===== src/rtl/serial_greater_than_finder.sv =====
// Bit-serial, MSB-first magnitude comparator.
// Two WIDTH-bit operands are captured on an accepted start and walked one bit
// per clock from the MSB. The walk stops at the first differing bit, or after
// the LSB when the operands are equal. Exactly one of gtf/eqf/ltf is then
// reported, together with a single-cycle done pulse.
module serial_greater_than_finder #(
    parameter int WIDTH = 8
) (
    input  logic             clk,
    input  logic             rst_n,
    input  logic             start,
    input  logic [WIDTH-1:0] i0,
    input  logic [WIDTH-1:0] i1,
    output logic             busy,
    output logic             done,
    output logic             gtf,
    output logic             eqf,
    output logic             ltf
);

    // cnt counts the bits still to be examined after the current one. It
    // starts at WIDTH-1, so it always fits in $clog2(WIDTH) bits. The walk
    // leaves SHIFT at cnt==0, so cnt never wraps.
    localparam int CW = $clog2(WIDTH);

    typedef enum logic {
        IDLE  = 1'b0,
        SHIFT = 1'b1
    } state_t;

    state_t           state;
    state_t           state_nxt;
    logic [WIDTH-1:0] a;
    logic [WIDTH-1:0] a_nxt;
    logic [WIDTH-1:0] b;
    logic [WIDTH-1:0] b_nxt;
    logic [CW-1:0]    cnt;
    logic [CW-1:0]    cnt_nxt;
    logic             done_nxt;
    logic             gtf_nxt;
    logic             eqf_nxt;
    logic             ltf_nxt;
    logic             a_msb;
    logic             b_msb;

    // The operands shift left, so the bit currently under test is always
    // the top bit of each shift register.
    assign a_msb = a[WIDTH-1];
    assign b_msb = b[WIDTH-1];

    // busy follows the state directly. It therefore drops in the same cycle
    // that done is high.
    assign busy = (state == SHIFT);

    // State and datapath registers. The reset clears everything and
    // discards any compare that is in flight.
    always_ff @(posedge clk) begin
        if (!rst_n) begin
            state <= IDLE;
            a     <= '0;
            b     <= '0;
            cnt   <= '0;
            done  <= 1'b0;
            gtf   <= 1'b0;
            eqf   <= 1'b0;
            ltf   <= 1'b0;
        end else begin
            state <= state_nxt;
            a     <= a_nxt;
            b     <= b_nxt;
            cnt   <= cnt_nxt;
            done  <= done_nxt;
            gtf   <= gtf_nxt;
            eqf   <= eqf_nxt;
            ltf   <= ltf_nxt;
        end
    end

    // Next-state and datapath logic. The flags hold by default, and done
    // defaults to 0, so it can only ever be a one-cycle pulse.
    always_comb begin
        state_nxt = state;
        a_nxt     = a;
        b_nxt     = b;
        cnt_nxt   = cnt;
        done_nxt  = 1'b0;
        gtf_nxt   = gtf;
        eqf_nxt   = eqf;
        ltf_nxt   = ltf;

        case (state)
            IDLE: begin
                // The done cycle is also an IDLE cycle. This lets a
                // back-to-back start be taken with no gap.
                if (start) begin
                    a_nxt     = i0;
                    b_nxt     = i1;
                    cnt_nxt   = CW'(WIDTH - 1);
                    gtf_nxt   = 1'b0;
                    eqf_nxt   = 1'b0;
                    ltf_nxt   = 1'b0;
                    state_nxt = SHIFT;
                end
            end

            SHIFT: begin
                // While SHIFT is active, start and the operand inputs are
                // ignored. Only the latched copies in a/b are used.
                if (a_msb != b_msb) begin
                    gtf_nxt   = a_msb;
                    ltf_nxt   = ~a_msb;
                    done_nxt  = 1'b1;
                    state_nxt = IDLE;
                end else if (cnt == '0) begin
                    eqf_nxt   = 1'b1;
                    done_nxt  = 1'b1;
                    state_nxt = IDLE;
                end else begin
                    a_nxt   = {a[WIDTH-2:0], 1'b0};
                    b_nxt   = {b[WIDTH-2:0], 1'b0};
                    cnt_nxt = cnt - CW'(1);
                end
            end

            default: begin
                state_nxt = IDLE;
            end
        endcase
    end

endmodule


===== config.mk =====
export PLATFORM = sky130hd
export DESIGN_NAME = serial_greater_than_finder
export DESIGN_NICKNAME = d
export VERILOG_FILES = /design/src/rtl/serial_greater_than_finder.sv
export SDC_FILE = /design/constraint.sdc
export NUM_CORES = 1
export LEC_CHECK = 0
export CELL_PAD_IN_SITES_DETAIL_PLACEMENT = 1
export CELL_PAD_IN_SITES_GLOBAL_PLACEMENT = 2
export CORE_ASPECT_RATIO = 0.9
export CORE_MARGIN = 10
export CORE_UTILIZATION = 27
export CTS_BUF_LIST = sky130_fd_sc_hd__clkbuf_16
export DETAILED_ROUTE_END_ITERATION = 10
export PLACE_DENSITY = 0.81
export SLEW_MARGIN = 0
export SYNTH_ARGS = -nofsm -noshare
export SYNTH_HDL_FRONTEND = slang
export SYNTH_SLANG_ARGS = --single-unit

===== constraint.sdc =====
create_clock -name clk -period 1.4 [get_ports clk]
set_clock_uncertainty 0.05 [all_clocks]
set_input_delay 0.14 -clock clk [delete_from_list [all_inputs] [get_ports clk]]
set_output_delay 0.14 -clock clk [all_outputs]
set_load 0.03 [all_outputs]

==> flow_summary.toml <==
[sta]
setup_viol = 16
slew_headroom_pct = 78.84
rsz0062_at_grt = "true"
finalCritPeriodShare_pct = 106.7
worst_pin_slew_ns = 0.3187
fin_crit_ns = 1.493
finalWorstSetupSlack_ns = -0.09340
final_hold_viol_count = 0
maxSlewViolCount = 0
setup_tns_ns = -0.8340
max_clock_freq_mhz = 669.6

[placement]
dp_hpwl_um = 2353
io_buffers = 23
place_area_mm2 = 0.001481
place_congestion = 0.7887
place_ws_ns = -0.1303

[power_and_ir_drop]
pwr_density_cell_mw_per_mm2 = 1328
finalPower_mw = 2.280
ir_drop_uv = 684.1
cellLeakagePower_nw = 0.7036

[setup_path]
cpPeakStageDelay_ns = 0.33
r2r_cells = 7
worstPathMaxFanout = 3
crit_arrival_ns = 1.60
crit_path_end_kind = "flop"
critPathSlowestCell = "dfxtp_2"
path_class = "flop to flop"
path_delay_family = "compound AO/OA/AOI/OAI gates"
required_ns = 1.51
path_buf_inv = 2
rr_startpoint = "cnt[0]"
worstReg2RegEnd = "cnt[0]"
crit_chain = "inv_2 > ha_4 > and2b_4 > o31ai_4 > buf_4 > nor2_2 > a311oi_1"
crit_path_start_kind = "flop"
rrSetupSlack_ns = -0.09

[min_path]
hp-class = "flop to flop"
hold_start = "eqf"
holdPathStages = 2
min_to = "eqf"

[clocking]
cts.path.max_buffers = 2
htreeDepth = 1
cts_root_buf = "clkbuf_16"
cts_tree = "built"
cts.sink_count = 24
hold_buffers = 0
clk_pin_slew_ns = 0.06
insertion_delay_ns = 0.26
cts_made_buffers = 3

[synthesis]
synth_top_area_share_pct = 44.24
synth_edf_count = 0
synthCells = 113
synth_cell_types = 30
async_flop_share_pct = 0
synth_ff_type = "dfxtp_1"
syn_area_mm2 = 0.001086
synthTopCellsByArea = "dfxtp_1 44%, o221a_2 12%, nor2_1 11%"
seq_area_frac_synth_pct = 44.24
yosysWarnings = 0
synth.net_count = 134
synth_common_cells = "31 x nor2_1, 24 x dfxtp_1, 12 x o221a_2, 6 x inv_1, 4 x a21oi_1"
ys_ff_latch = 24
syn_area_per_cell_um2 = 9.611
synth.largest_area_cell = "dfxtp_1"
yosysMostFrequentCell = "nor2_1"

[grt]
grt_pass1_vias = 1107
antenna_found_initial = 0
grt_pass1_wl_um = 5451
grt_usage_pct = 9.665
grt_overflow_total = 0
grt_max_degree = 16

[detailed_routing]
drc = 0
avgRoutedWirePerCell_um = 16.97
drt_pass1_iterations = 4
via_count = 1013
vias_per_cell = 4.990
routed_wl_um = 3444
drt-initial-drc-count = 35
ant_nets = 0

[final_layout]
drive_above_1_share_pct = 37.58
fill_cells = 417
nNetsFinal = 179
syn2layout_area_growth_pct = 58.06
antenna_cells = 0
fin_util_pct = 45.06
design_area_mm2 = 0.001717
multi_input_area_um2 = 634.4
regArea_um2 = 485.5

[run]
max_cap_violations = 0

[die]
num_rows = 21
pin_count = 24
initial_core_util_pct = 28.51
core_area_mm2 = 0.003810
fp.dieH_um = 80.17
die-area_mm2 = 0.006962
die_x_um = 86.85

[run_status]
violations = "negative setup slack"
status = "finished, violations left"
-- placed cells by master, fill, tap and decap left out, drive strengths merged, types with 2 or more instances in the layout --
cell,synthesis,routed
clkdlybuf4s50,0,18
a22oi,2,2
dlygate4sd2,0,4
o31ai,2,2
mux2i,2,2
a21oi,5,5
a311oi,3,3
a32o,2,2
o221a,12,12
inv,6,6
ha,2,2
nand2,2,3
clkbuf,2,3
buf,4,23
and3,2,2
dfxtp,24,24
o21ai,3,3
nor2,32,32
-- tightest hold or removal path: stages, from the launching register on --
cell	delay (ns)
dfxtp_1	0.33
a22oi_1	0.07
nor2_1	0.09
-- sequential cells by signal, summed over array words and instances (netlist names) --
name,flops
a,8
b,8
cnt,3
busy,1
done,1
eqf,1
gtf,1
ltf,1
-- per-layer routing --
layer	up-vias	share of wire, %	global-route usage (%)
met5	-	0	0
met4	0	0.99	2.427
met3	5	5.5	3.330
met2	21	49	15.81
met1	495	45	11.77
li1	492	-	-
-- kinds of logic after synthesis --
| kind of cell | count (synthesis) | share of synthesized area, % |
|---|---|---|
| simple gates | 40 | 16.93 |
| flops | 24 | 44.24 |
| buf+inv | 13 | 6.106 |
| fa+ha+maj | 3 | 3.225 |
| xor+xnor | 1 | 1.498 |
| compound gates | 29 | 24.77 |
| mux | 3 | 3.225 |
-- worst max path at each step --
stage / from / endpoint / slack (ns) / depth (start not counted)
final: cnt[0] / cnt[0] / -0.09 / 7
after global routing: cnt[0] / cnt[0] / -0.16 / 7
after floorplan: cnt[0] / a[1] / -0.1 / 6
after detailed placement: start / b[0] / -0.13 / 5
after global placement: start / a[0] / -0.11 / 5
after CTS: cnt[0] / cnt[0] / -0.15 / 7
-- power breakdown --
part / internal [mW] / total [mW] / switching [mW]
Clock: 0.569 / 0.826 / 0.257
Sequential: 0.763 / 0.819 / 0.0560
Combinational: 0.335 / 0.635 / 0.301
-- area by class of cell --
class,instances,share of cell area (%)
Clock buffer,3,4.373
Clock inverter,1,1.749
Inverter,7,1.531
Multi-Input combinational cell,77,36.95
Sequential cell,24,28.28
Tap cell,46,3.353
Timing Repair Buffer,45,23.76
-- repair_timing --
action	CTS	global route
buffers inserted	3	1
setup endpoints to repair	23	20
resized for setup	10	9
pin swaps	3	1
endpoints found under the hold margin	0	0
cloned	0	1
-- metrics by stage --
step	hold WS, ns	std cells
2_1_floorplan	0.2233	113
3_3_place_gp	0.4610	194
3_5_place_dp	0.4427	194
4_1_cts	0.4598	201
5_1_grt	0.4869	203
6_report	0.4785	203
(Power assumes the default switching activity.)
